### src/rtl/elevator_pkg.sv
// Shared types for the elevator subsystem: car states, direction encoding and
// the one-hot floor mask helper.
package elevator_pkg;

  typedef enum logic [1:0] {
    IDLE = 2'd0,
    MOVE = 2'd1,
    DOOR = 2'd2
  } state_t;

  localparam logic DIR_UP = 1'b0;
  localparam logic DIR_DN = 1'b1;

  // Widest building the mask helper supports; callers truncate to their own FLOORS.
  localparam int MAX_FLOORS = 64;

  function automatic logic [MAX_FLOORS-1:0] floor_mask(input int unsigned f);
    floor_mask = MAX_FLOORS'(1) << f;
  endfunction

endpackage

### src/rtl/elevator_req_scan.sv
// Combinational request scan: reports whether any effective call lies above or
// below the given floor, and whether the floor itself is being called.
module elevator_req_scan #(
  parameter int FLOORS  = 8,
  parameter int FLOOR_W = $clog2(FLOORS)
) (
  input  logic [FLOORS-1:0]  eff,
  input  logic [FLOOR_W-1:0] floor,
  output logic               any_above,
  output logic               any_below,
  output logic               hit
);

  always_comb begin
    any_above = 1'b0;
    any_below = 1'b0;
    for (int i = 0; i < FLOORS; i++) begin
      if (i > int'(floor))      any_above = any_above | eff[i];
      else if (i < int'(floor)) any_below = any_below | eff[i];
    end
    hit = eff[floor];
  end

endmodule

### src/rtl/elevator_ctrl_n.sv
// N-floor SCAN elevator car controller with travel and door-dwell timing.
// Optional build macro ELEVATOR_ESTOP_EN adds an estop input that stalls the car.
module elevator_ctrl_n
  import elevator_pkg::*;
#(
  parameter int FLOORS     = 8,
  parameter int FLOOR_W    = $clog2(FLOORS),
  parameter int TRAVEL_CYC = 4,
  parameter int DOOR_CYC   = 6
) (
  input  logic               clk,
  input  logic               rst,
`ifdef ELEVATOR_ESTOP_EN
  input  logic               estop,
`endif
  input  logic [FLOORS-1:0]  req,
  output logic [FLOOR_W-1:0] floor,
  output logic               dir,
  output logic               moving,
  output logic               door_open,
  output logic               arrive,
  output logic [FLOORS-1:0]  pending
);

  localparam int TCNT_W = (TRAVEL_CYC > 1) ? $clog2(TRAVEL_CYC) : 1;
  localparam int DCNT_W = (DOOR_CYC > 1) ? $clog2(DOOR_CYC) : 1;
  localparam logic [TCNT_W-1:0]  TCNT_LAST = TCNT_W'(TRAVEL_CYC - 1);
  localparam logic [DCNT_W-1:0]  DCNT_LAST = DCNT_W'(DOOR_CYC - 1);
  localparam logic [FLOOR_W-1:0] TOP_FLOOR = FLOOR_W'(FLOORS - 1);

  state_t              state_q, state_n;
  logic [FLOOR_W-1:0]  floor_q, floor_n, floor_step;
  logic                dir_q, dir_n;
  logic [TCNT_W-1:0]   tcnt_q, tcnt_n;
  logic [DCNT_W-1:0]   dcnt_q, dcnt_n;
  logic [FLOORS-1:0]   pending_q, pending_n, eff, clr;
  logic                arrive_q, arrive_n, moving_q, door_q;
  logic                any_above, any_below, hit, hit_step;
  logic                ahead, behind, at_top, at_bot, stall;

`ifdef ELEVATOR_ESTOP_EN
  assign stall = estop;
`else
  assign stall = 1'b0;
`endif

  // Requests arriving this cycle count immediately, not one cycle late.
  assign eff = pending_q | req;

  elevator_req_scan #(
    .FLOORS  (FLOORS),
    .FLOOR_W (FLOOR_W)
  ) u_scan (
    .eff       (eff),
    .floor     (floor_q),
    .any_above (any_above),
    .any_below (any_below),
    .hit       (hit)
  );

  assign at_top = (floor_q == TOP_FLOOR);
  assign at_bot = (floor_q == '0);
  assign ahead  = (dir_q == DIR_UP) ? any_above : any_below;
  assign behind = (dir_q == DIR_UP) ? any_below : any_above;

  // Saturating one-floor step so the car can never leave the shaft.
  always_comb begin
    floor_step = floor_q;
    if (dir_q == DIR_UP && !at_top)      floor_step = floor_q + 1'b1;
    else if (dir_q == DIR_DN && !at_bot) floor_step = floor_q - 1'b1;
  end

  assign hit_step = eff[floor_step];

  always_comb begin
    // NOTE: every combinational output is defaulted first so no branch can infer a latch.
    state_n  = state_q;
    floor_n  = floor_q;
    dir_n    = dir_q;
    tcnt_n   = tcnt_q;
    dcnt_n   = dcnt_q;
    arrive_n = 1'b0;

    case (state_q)
      IDLE: begin
        if (hit) begin
          state_n = DOOR;
          dcnt_n  = '0;
        end else if (!stall && (ahead || behind)) begin
          state_n = MOVE;
          tcnt_n  = '0;
          if (!ahead) dir_n = ~dir_q;
        end
      end
      MOVE: begin
        if (!stall) begin
          if (tcnt_q == TCNT_LAST) begin
            tcnt_n   = '0;
            floor_n  = floor_step;
            arrive_n = (floor_step != floor_q);
            if (hit_step) begin
              state_n = DOOR;
              dcnt_n  = '0;
            end else if (floor_step == floor_q) begin
              state_n = IDLE;
            end
          end else begin
            tcnt_n = tcnt_q + 1'b1;
          end
        end
      end
      DOOR: begin
        // A call for this floor while the door is open just extends the dwell.
        if (hit) begin
          dcnt_n = '0;
        end else if (!stall) begin
          if (dcnt_q == DCNT_LAST) begin
            if (ahead || behind) begin
              state_n = MOVE;
              tcnt_n  = '0;
              if (!ahead) dir_n = ~dir_q;
            end else begin
              state_n = IDLE;
            end
          end else begin
            dcnt_n = dcnt_q + 1'b1;
          end
        end
      end
      default: state_n = IDLE;
    endcase

    // Direction is settled only when leaving a parked state; end floors pin it.
    if (state_q != MOVE && state_n != state_q) begin
      if (at_top)      dir_n = DIR_DN;
      else if (at_bot) dir_n = DIR_UP;
    end

    clr       = (state_n == DOOR) ? FLOORS'(floor_mask(32'(floor_n))) : '0;
    pending_n = eff & ~clr;
  end

  always_ff @(posedge clk) begin
    // NOTE: sequential state uses non-blocking assignment so all flops update together.
    if (rst) begin
      state_q   <= IDLE;
      floor_q   <= '0;
      dir_q     <= DIR_UP;
      tcnt_q    <= '0;
      dcnt_q    <= '0;
      pending_q <= '0;
      arrive_q  <= 1'b0;
      moving_q  <= 1'b0;
      door_q    <= 1'b0;
    end else begin
      state_q   <= state_n;
      floor_q   <= floor_n;
      dir_q     <= dir_n;
      tcnt_q    <= tcnt_n;
      dcnt_q    <= dcnt_n;
      pending_q <= pending_n;
      arrive_q  <= arrive_n;
      moving_q  <= (state_n == MOVE);
      door_q    <= (state_n == DOOR);
    end
  end

  assign floor     = floor_q;
  assign dir       = dir_q;
  assign moving    = moving_q;
  assign door_open = door_q;
  assign arrive    = arrive_q;
  assign pending   = pending_q;

endmodule

### config.mk
export PLATFORM = sky130hd
export DESIGN_NAME = elevator_ctrl_n
export DESIGN_NICKNAME = d
export VERILOG_FILES = /design/src/rtl/elevator_pkg.sv /design/src/rtl/elevator_req_scan.sv /design/src/rtl/elevator_ctrl_n.sv
export SDC_FILE = /design/constraint.sdc
export NUM_CORES = 1
export LEC_CHECK = 0
export BUFFER_PORTS_ARGS = -buffer_cell sky130_fd_sc_hd__buf_2
export CORE_UTILIZATION = 55
export CTS_CLUSTER_SIZE = 10
export DETAILED_ROUTE_END_ITERATION = 8
export GPL_ROUTABILITY_DRIVEN = 0
export HOLD_SLACK_MARGIN = 0.1
export PLACE_DENSITY_LB_ADDON = 0.3
export SYNTH_ARGS = -nofsm -noshare
export SYNTH_HDL_FRONTEND = slang
export SYNTH_SLANG_ARGS = --single-unit
### constraint.sdc
create_clock -name clk -period 3.5 [get_ports clk]
set_clock_uncertainty 0.15 [all_clocks]
set_input_delay 0.175 -clock clk [delete_from_list [all_inputs] [get_ports clk]]
set_output_delay 0.175 -clock clk [all_outputs]
set_load 0.005 [all_outputs]
==> reports/metrics.yaml, run 1 <==
timing:
  fin_hold_ws_ns: 0.108
  finalSetupTns_ns: 0
  min_period_ns: 3.06
  tightest_slew_ns: 0.516
  max_freq_mhz: 327
  hold_viol: 0
  timing.final.crit_share_pct: 87.3
  drv_slew: 0
  finalSetupViolCount: 0
  setup_ws_ns: 0.445
  rsz0062_at_grt: "no"
  slew_headroom_pct: 65.5
drt:
  drtIter0Drc: 45
  m1WireLength_mm: 1.71
  vias_per_cell: 6.39
  vias: 1438
  first_pass_iters: 4
  drt_wl_total_mm: 3.67
  top_layer: "met4"
  ant_nets: 0
  drt-wirelength-per-cell_um: 16.3
  met2WireLength_mm: 1.66
  drc: 0
  dr_wl_met3_um: 236
die:
  pin_count: 25
  initial_core_util_pct: 59.2
  core_um2: 2500
  die_area_um2: 2900
  row_count: 18
  die_height_um: 53.9
  die_width_um: 53.9
critical_path:
  crit_required_ns: 3.52
  worstPathMaxFanout: 13
  start_kind: "flop"
  critical_path_class: "reg -> reg"
  cp.arrival_ns: 3.07
  crit_path_end_kind: "flop"
clock_tree:
  post-cts-setup-buffer-count: 0
  cts_buffers: 3
  cts_tree: "done"
  cts_hold_repair.buffers: 0
  path_clk_slew_ns: 0.11
  cts.htree.levels: 1
  ctsResizeCount: 0
  clk_path_buf_depth: 2
  clk_latency_ns: 0.31
  cts.sink_count: 22
  cts-root-buf: "clkbuf_4"
logic_synthesis:
  synth_ff_type: "dfxtp_1"
  ys_seq_area_share_pct: 29.8
  synthTopCellsByArea: "dfxtp_1 (30%), ha_1 (7.6%), nor2_1 (5.6%), a311oi_1 (5.3%), mux2i_1 (4.7%)"
  ys_async_sr_fraction_pct: 0
  synth.distinct_cells: 51
  yosys_warnings: 0
  synthAdderAreaFrac_pct: 7.61
  syn_nets: 192
  synth.largest_area_cell: "dfxtp_1"
  yosys.area_share.simple_pct: 23.2
  synth_top_area_share_pct: 29.8
  synth_xor_xnor_area_share_pct: 1.18
  synth.avg_cell_area_um2: 8.55
  synth_area_um2: 1480
  synth_cells: 173
  synth_edf_count: 0
  muxShareOfSynthArea_pct: 5.50
  synth_top_family_by_area: "compound AO/OA/AOI/OAI gates"
  synth_compound_area_share_pct: 27.8
  synth-seq-cells: 22
finish:
  diodes: 0
  layout_common_cells: "buf_2 (24), nor2_1 (22), dfxtp_1 (22), nand2_1 (11)"
  nets: 216
  stdcell_area_um2: 1640
  final_cells: 225
  fin_util_pct: 65.6
  n_fill_cell: 221
  syn_to_final_growth_pct: 10.8
  drive_gt1_share_pct: 20.0
  final_common_cell: "buf_2"
placed_design:
  post-place-ws_ns: 0.474
  dpl_cell_area_um2: 1620
  port_buffers: 24
  dp.cells: 222
  post-dp-hpwl_mm: 2.78
pwr:
  leakagePower_nw: 0.682
  ir_worst_vdd_mv: 0.312
  power_mw: 0.506
  p_per_area_nw_per_um2: 309
global_route:
  grt_overflow: 0
  grt.total_usage_pct: 27.8
  antenna_found_initial: 0
  grt_pass1_wl_mm: 5.80
  grt_pass1_vias: 1236
  grt_max_degree: 25
run_status:
  outcome: "completed"
run:
  cap_violations: 0
min_path:
  hp-class: "in -> reg"
==> path summary, 6_finish.rpt <==
kind | start | endpoint | slack [ns] | cells past startpoint
worst max-delay path | floor[0] | pending[3] | 0.44 | 10
worst min-delay path | req[6] | pending[6] | 0.11 | 3
worst max register to register | floor[0] | pending[3] | 0.44 | 10
worst min register to register | tcnt_q[1] | tcnt_q[1] | 0.34 | 2
==> layout make-up <==
type / count / area (µm²) / area share (%)
Clock buffer: 3 / 22.5 / 1.37
Inverter: 4 / 15.0 / 0.916
Multi-Input combinational cell: 137 / 966 / 58.9
Sequential cell: 22 / 440 / 26.9
Tap cell: 30 / 37.5 / 2.29
Timing Repair Buffer: 29 / 158 / 9.62
==> cell families after synthesis <==
| family | Yosys count |
|---|---|
| AND/OR/NAND/NOR | 65 |
| adder cells (fa/ha/maj) | 9 |
| buffers and inverters | 14 |
| flip-flops | 22 |
| AO/OA/AOI/OAI | 53 |
| XOR/XNOR | 2 |
| multiplexers | 8 |
==> critical path: stages, from the launching register on <==
cell and delay, ns:
dfxtp_1 0.49, ha_1 0.20, ha_1 0.27, and2b_1 0.15, o2bb2ai_1 0.08, a21oi_2 0.31, mux2_1 0.37, a2bb2oi_2 0.13
o21a_1 0.14, o22ai_2 0.42, a311oi_1 0.19
==> sequential cells by signal, summed over array words and instances (netlist names) <==
signal,flops
moving,1
pending,8
dcnt_q,3
floor,3
dir,1
state_q,2
arrive,1
tcnt_q,2
door_open,1
==> power breakdown <==
part / internal [mW] / switching (mW)
combinational: 0.0450 / 0.0624
clock: 0.0403 / 0.0733
sequential: 0.266 / 0.0187
==> cell usage after synthesis (all sizes together), types with 2 or more instances <==
cell / number
nor3: 2
o21ai: 8
ha: 9
nand2b: 3
mux2i: 7
o211ai: 2
a31oi: 4
o22ai: 2
nand3: 5
and2b: 2
o32ai: 2
a211oi: 3
nand2: 11
buf: 5
nand3b: 2
clkbuf: 5
o2111ai: 2
nor2: 23
a311oi: 9
dfxtp: 22
a211o: 2
o21a: 2
nor2b: 9
nand4: 2
inv: 4
a21oi: 8
xnor2: 2
==> metal layers <==
metal / global-route usage (%) / vias up
met5: 0 / -
met4: 9.65 / 0
met3: 3.67 / 7
met2: 41.4 / 59
met1: 40.7 / 678
li1: - / 694
(Power assumes the default switching activity.)
==> run 2: changes to the inputs <==
--- a/config.mk
+++ b/config.mk
@@ -6,7 +6,7 @@
 export NUM_CORES = 1
 export LEC_CHECK = 0
 export BUFFER_PORTS_ARGS = -buffer_cell sky130_fd_sc_hd__buf_2
-export CORE_UTILIZATION = 55
+export CORE_UTILIZATION = 40
 export CTS_CLUSTER_SIZE = 10
 export DETAILED_ROUTE_END_ITERATION = 8
 export GPL_ROUTABILITY_DRIVEN = 0
==> run 2 against run 1 <==
  * Global-route usage down 7.9 points
  * Critical path depth did not move
  * Sequential share of layout area down 0.97 points
  * Final area increased by 3.7%
  * Setup slack is essentially flat
  * Utilization down 16 points
  * Via count down 1.0%
  * Clock-buffer cell count stayed put
  * Hold slack better by 0.054 ns
  * Clock power is 110% higher
  * First-iteration DRC count increased by 120%
  * Largest cell class unchanged
  * Largest power group unchanged
==> reports/metrics.yaml, run 2 (synthesized netlist as in run 1, its figures left out) <==
critical_path:
  path_buf_inv: 1  # was 0
  crit_path_end_kind: "flop"  # unchanged
  worstPathMaxFanout: 13  # unchanged
  crit_chain: "inv_1, ha_1, nor2b_1, o2bb2ai_1, a21oi_2, mux2_1, a2bb2oi_2, o21a_1, o22ai_2, a311oi_1"  # was ha_1, ha_1, and2b_1, o2bb2ai_1, a21oi_2, mux2_1, a2bb2oi_2, o21a_1, o22ai_2, a311oi_1
  start_kind: "flop"  # unchanged
  critPathMaxStageDelay_ns: 0.43  # was 0.49 ns
  cp.arrival_ns: 3.02  # was 3.07 ns
  critical_path_class: "reg -> reg"  # unchanged
  crit_start: "floor[0]"  # unchanged
  critical-path-top-delay-family: "compound AO/OA/AOI/OAI gates"  # unchanged
  path_depth: 10  # unchanged
  cp_slowest_cell: "dfxtp_1"  # unchanged
  r2r_start: "floor[0]"  # unchanged
  reg2regPathDepth: 10  # unchanged
  crit_required_ns: 3.47  # was 3.52 ns
drt:
  drtIter0Drc: 101  # was 45
  ant_nets: 0  # unchanged
  drc: 0  # unchanged
  vias: 1423  # was 1,438
  drt-wirelength-per-cell_um: 15.4  # was 16.3 µm
  first_pass_iters: 5  # was 4
  vias_per_cell: 5.90  # was 6.39
  drt_wl_total_mm: 3.72  # was 3.67 mm
pwr:
  p_comb_share_pct: 17.2  # was 21.2%
  pwr-share-clk_pct: 37.7  # was 22.5%
  p_per_area_nw_per_um2: 371  # was 309 nW/µm²
  power_mw: 0.631  # was 0.506 mW
  ir_worst_vdd_mv: 0.285  # was 0.312 mV
  swShare_pct: 26.4  # was 30.5%
  internal_power_mw: 0.464  # was 0.352 mW
  leakagePower_nw: 0.699  # was 0.682 nW
  p_seq_share_pct: 45.2  # was 56.3%
  netSwitchingPower_mw: 0.167  # was 0.154 mW
finish:
  multi_input_area_um2: 966  # unchanged
  largest_reg_flops: 8  # unchanged
  layout_common_cells: "buf_2 (24), nor2_1 (22), dfxtp_1 (22), nand2_1 (11)"  # unchanged
  drive_gt1_share_pct: 20.0  # unchanged
  n_fill_cell: 327  # was 221
  final_common_cell: "buf_2"  # unchanged
  fin_util_pct: 49.4  # was 65.6%
  diodes: 0  # unchanged
  nets: 215  # was 216
  regArea_um2: 440  # unchanged
  syn_to_final_growth_pct: 15.0  # was 10.8%
  final_cells: 241  # was 225
timing:
  finalSetupViolCount: 0  # unchanged
  min_period_ns: 3.06  # about the same
  setup_ws_ns: 0.445  # about the same
  rsz0062_at_grt: "no"  # unchanged
  hold_viol: 0  # unchanged
  timing.final.crit_share_pct: 87.3  # about the same
  finalSetupTns_ns: 0  # unchanged
  max_freq_mhz: 327  # about the same
  tightest_slew_ns: 0.532  # was 0.516 ns
  drv_slew: 0  # unchanged
  slew_headroom_pct: 64.4  # was 65.5%
clock_tree:
  cts-root-buf: "clkbuf_8"  # was clkbuf_4
  post-cts-setup-buffer-count: 0  # unchanged
  clk_path_buf_depth: 2  # unchanged
  cts_tree: "done"  # unchanged
  cts_hold_repair.buffers: 0  # unchanged
  cts_buffers: 3  # unchanged
  cts.htree.levels: 1  # unchanged
  path_clk_slew_ns: 0.09  # was 0.11 ns
  cts.sink_count: 22  # unchanged
  ctsResizeCount: 0  # unchanged
  clk_latency_ns: 0.26  # was 0.31 ns
die:
  die_width_um: 62.8  # was 53.9 µm
  die_height_um: 62.8  # was 53.9 µm
  pin_count: 25  # unchanged
  initial_core_util_pct: 43.0  # was 59.2%
  core_um2: 3440  # was 2500 µm²
  die_area_um2: 3940  # was 2900 µm²
  row_count: 21  # was 18
min_path:
  hp-class: "in -> reg"  # unchanged
  min_delay_path_depth: 3  # unchanged
  hp-start: "req[6]"  # unchanged
global_route:
  grt_busiest_layer: "met2"  # unchanged
  grt.total_usage_pct: 19.9  # was 27.8%
  antenna_found_initial: 0  # unchanged
  grtUsageMet1_pct: 28.9  # was 40.7%
  grt_overflow: 0  # unchanged
  grt_pass1_vias: 1290  # was 1,236
  grt_pass1_wl_mm: 6.31  # was 5.80 mm
  grt_max_degree: 25  # unchanged
  grtUsageMet2_pct: 29.8  # was 41.4%
  met3_usage_pct: 2.92  # was 3.67%
placed_design:
  post-dp-hpwl_mm: 2.72  # was 2.78 mm
  post-place-ws_ns: 0.468  # was 0.474 ns
  port_buffers: 24  # unchanged
  dp.cells: 237  # was 222
run:
  cap_violations: 0  # unchanged
run_status:
  outcome: "completed"  # unchanged
-- run 2: routing by layer --
layer  vias up  routed length [µm]
li1        689                   -
met1       683                1810
met2        45                1650
met3         6                 201
met4         0                  59
met5         -                   0
-- run 2: worst reg2reg max path, cell delays in order, from the launching register on --
cell and delay [ns]:
dfxtp_1 0.43, inv_1 0.17, ha_1 0.26, nor2b_1 0.17, o2bb2ai_1 0.15, a21oi_2 0.33
mux2_1 0.37, a2bb2oi_2 0.14, o21a_1 0.13, o22ai_2 0.43, a311oi_1 0.18
-- run 2: cell type report --
type	instances	area share (%)
tap	46	3.38
timing repair buffer	28	8.83
inverter	4	0.883
clock inverter	1	1.77
multi-input combinational	137	56.8
clock buffer	3	2.43
sequential	22	25.9
-- run 2: path summary, 6_finish.rpt --
kind              slack, ns    endpoint
setup / recovery       0.44  pending[2]
hold / removal         0.16  pending[6]
setup reg to reg       0.44  pending[2]
hold reg to reg        0.33   tcnt_q[1]
-- run 2: through the flow --
stage	hold WS (ns)	area, µm²
floorplan	0.191	1480
global route	0.191	1700
finish	0.162	1700
global placement	0.309	1630
CTS	0.153	1700
detailed placement	0.322	1630
-- run 2: power by group through the flow --
stage          Combinational, mW  Clock (mW)  Sequential, mW
4_1_cts                    0.107       0.242           0.284
3_3_place_gp               0.105           0           0.289
5_1_grt                    0.122       0.260           0.287
2_1_floorplan             0.0814           0           0.282
3_5_place_dp               0.106           0           0.290
6_report                   0.108       0.237           0.285
==> run 3: changes to the inputs <==
--- a/config.mk
+++ b/config.mk
@@ -6,7 +6,7 @@
 export NUM_CORES = 1
 export LEC_CHECK = 0
 export BUFFER_PORTS_ARGS = -buffer_cell sky130_fd_sc_hd__buf_2
-export CORE_UTILIZATION = 40
+export CORE_UTILIZATION = 45
 export CTS_CLUSTER_SIZE = 10
 export DETAILED_ROUTE_END_ITERATION = 8
 export GPL_ROUTABILITY_DRIVEN = 0
==> run 3 against run 2 <==
  * Global-route usage rose by 2.9 points
  * Sequential power barely moved
  * Final area fell by 2.9%
  * Utilization rose by 4.3 points
  * Hold slack got worse by 0.047 ns
  * Non-clock buffer count did not move
  * Fmax rose by 0.27%
  * Clock power fell by 51%
  * Setup slack improved by 0.0084 ns
  * Via count rose by 0.42%
  * Clock-buffer cell count did not move
  * Sequential share of layout area rose by 0.77 points
  * Critical path type unchanged
  * Critical endpoint is now pending[1]
==> reports/metrics.yaml, run 3 (synthesized netlist as in run 1, its figures left out) <==
timing:
  setup_ws_ns: 0.453  # was 0.445 ns
  rsz0062_at_grt: "no"  # unchanged
  finalSetupTns_ns: 0  # unchanged
  slew_headroom_pct: 49.5  # was 64.4%
  max_freq_mhz: 328  # was 327 MHz
  finalSetupViolCount: 0  # unchanged
  tightest_slew_ns: 0.758  # was 0.532 ns
  timing.final.crit_share_pct: 87.1  # was 87.3%
  hold_viol: 0  # unchanged
  drv_slew: 0  # unchanged
  min_period_ns: 3.05  # was 3.06 ns
critical_path:
  crit_path_end_kind: "flop"  # unchanged
  critical_path_class: "reg -> reg"  # unchanged
  crit_required_ns: 3.51  # was 3.47 ns
  worstPathMaxFanout: 13  # unchanged
  reg2regPathDepth: 10  # unchanged
  cp.arrival_ns: 3.06  # was 3.02 ns
  start_kind: "flop"  # unchanged
finish:
  nets: 215  # unchanged
  syn_to_final_growth_pct: 11.7  # was 15.0%
  layout_common_cells: "buf_2 (24), nor2_1 (22), dfxtp_1 (22), nand2_1 (11)"  # unchanged
  final_common_cell: "buf_2"  # unchanged
  final_cells: 238  # was 241
  stdcell_area_um2: 1650  # was 1700 µm²
  largest_reg_flops: 8  # unchanged
  diodes: 0  # unchanged
  drive_gt1_share_pct: 19.1  # was 20.0%
global_route:
  grt_max_degree: 25  # unchanged
  grtUsageMet1_pct: 33.2  # was 28.9%
  grtUsageMet2_pct: 33.9  # was 29.8%
  grt_pass1_wl_mm: 5.99  # was 6.31 mm
  grt_busiest_layer: "met2"  # unchanged
  grt.total_usage_pct: 22.8  # was 19.9%
  grt_overflow: 0  # unchanged
  met3_usage_pct: 2.84  # was 2.92%
  antenna_found_initial: 0  # unchanged
  grt_pass1_vias: 1281  # was 1,290
clock_tree:
  clk_latency_ns: 0.31  # was 0.26 ns
  clk_path_buf_depth: 2  # unchanged
  path_clk_slew_ns: 0.12  # was 0.09 ns
  cts_buffers: 3  # unchanged
  cts.sink_count: 22  # unchanged
  post-cts-setup-buffer-count: 0  # unchanged
  cts_tree: "done"  # unchanged
  cts-root-buf: "clkbuf_4"  # was clkbuf_8
  cts.htree.levels: 1  # unchanged
die:
  core_um2: 3080  # was 3440 µm²
  initial_core_util_pct: 48.0  # was 43.0%
  die_width_um: 59.3  # was 62.8 µm
  die_area_um2: 3520  # was 3940 µm²
  pin_count: 25  # unchanged
  die_height_um: 59.3  # was 62.8 µm
  row_count: 20  # was 21
run:
  cap_violations: 0  # unchanged
pwr:
  p_per_area_nw_per_um2: 307  # was 371 nW/µm²
  p_comb_share_pct: 21.1  # was 17.2%
  ir_worst_vdd_mv: 0.200  # was 0.285 mV
  leakagePower_nw: 0.677  # was 0.699 nW
  swShare_pct: 30.7  # was 26.4%
  internal_power_mw: 0.351  # was 0.464 mW
  pwr-share-clk_pct: 22.7  # was 37.7%
  netSwitchingPower_mw: 0.155  # was 0.167 mW
  power_mw: 0.506  # was 0.631 mW
  p_seq_share_pct: 56.2  # was 45.2%
min_path:
  min_delay_path_depth: 2  # was 3
  hp-class: "in -> reg"  # unchanged
placed_design:
  dpl_cell_area_um2: 1620  # was 1630 µm²
  post-place-ws_ns: 0.451  # was 0.468 ns
  port_buffers: 24  # unchanged
  post-dp-hpwl_mm: 2.80  # was 2.72 mm
  dp.cells: 234  # was 237
drt:
  drt-wirelength-per-cell_um: 15.6  # was 15.4 µm
  vias: 1429  # was 1,423
  first_pass_iters: 4  # was 5
  drtIter0Drc: 97  # was 101
  drc: 0  # unchanged
  drt_wl_total_mm: 3.71  # was 3.72 mm
  vias_per_cell: 6.00  # was 5.90
  ant_nets: 0  # unchanged
run_status:
  outcome: "completed"  # unchanged
==> run 3: cell types whose count changed in the layout (fill, tap and decap cells not counted), sizes merged <==
cell / change
dlygate4sd3: +1
bufinv: -1
buf: -1
==> run 3: final timing paths <==
path / from / slack, ns / to
worst max-delay path: floor[0] / 0.45 / pending[1]
worst min-delay path: rst / 0.11 / tcnt_q[0]
worst max register to register: floor[0] / 0.45 / pending[1]
worst min register to register: tcnt_q[1] / 0.33 / tcnt_q[1]
==> run 3: worst max-delay path, stage by stage, from the launching register on <==
cell and delay, ns:
dfxtp_1 0.43, ha_1 0.19, ha_1 0.30, and2b_1 0.17, o2bb2ai_1 0.08, a21oi_2 0.32
mux2_1 0.38, a2bb2oi_2 0.14, o21a_1 0.13, o22ai_2 0.43, a311oi_1 0.19
==> run 3: what timing repair did <==
item | 4_1_cts | 5_1_grt
gates resized for setup | 0 | 0
hold buffers | 1 | 0
hold endpoints to repair | 1 | 0
==> run 3: layout make-up <==
type / instances / area [µm²]
clock buffers: 3 / 22.5
fillers: 300 / 1430
inverters: 4 / 15.0
multi-input cells: 137 / 966
flip-flops and latches: 22 / 440
well taps: 44 / 55.1
repair buffers: 28 / 153
==> run 3: power groups by stage <==
stage / combinational, mW / sequential (mW) / clock [mW]
3_5_place_dp: 0.105 / 0.290 / 0
6_report: 0.107 / 0.285 / 0.115
5_1_grt: 0.118 / 0.288 / 0.131
3_3_place_gp: 0.102 / 0.289 / 0
4_1_cts: 0.106 / 0.285 / 0.120
2_1_floorplan: 0.0814 / 0.282 / 0
==> run 3: per-stage QoR <==
stage / util (%) / hold WS [ns]
floorplan: - / 0.191
global placement: 52.6 / 0.307
CTS: 53.7 / 0.106
finish: 53.7 / 0.115
detailed placement: 52.6 / 0.321
global route: 53.7 / 0.149
==> run 3: per-layer routing <==
metal,up-vias,share of wire [%]
li1,690,-
met1,676,46
met2,56,46
met3,7,6.2
met4,0,2.0
met5,-,0
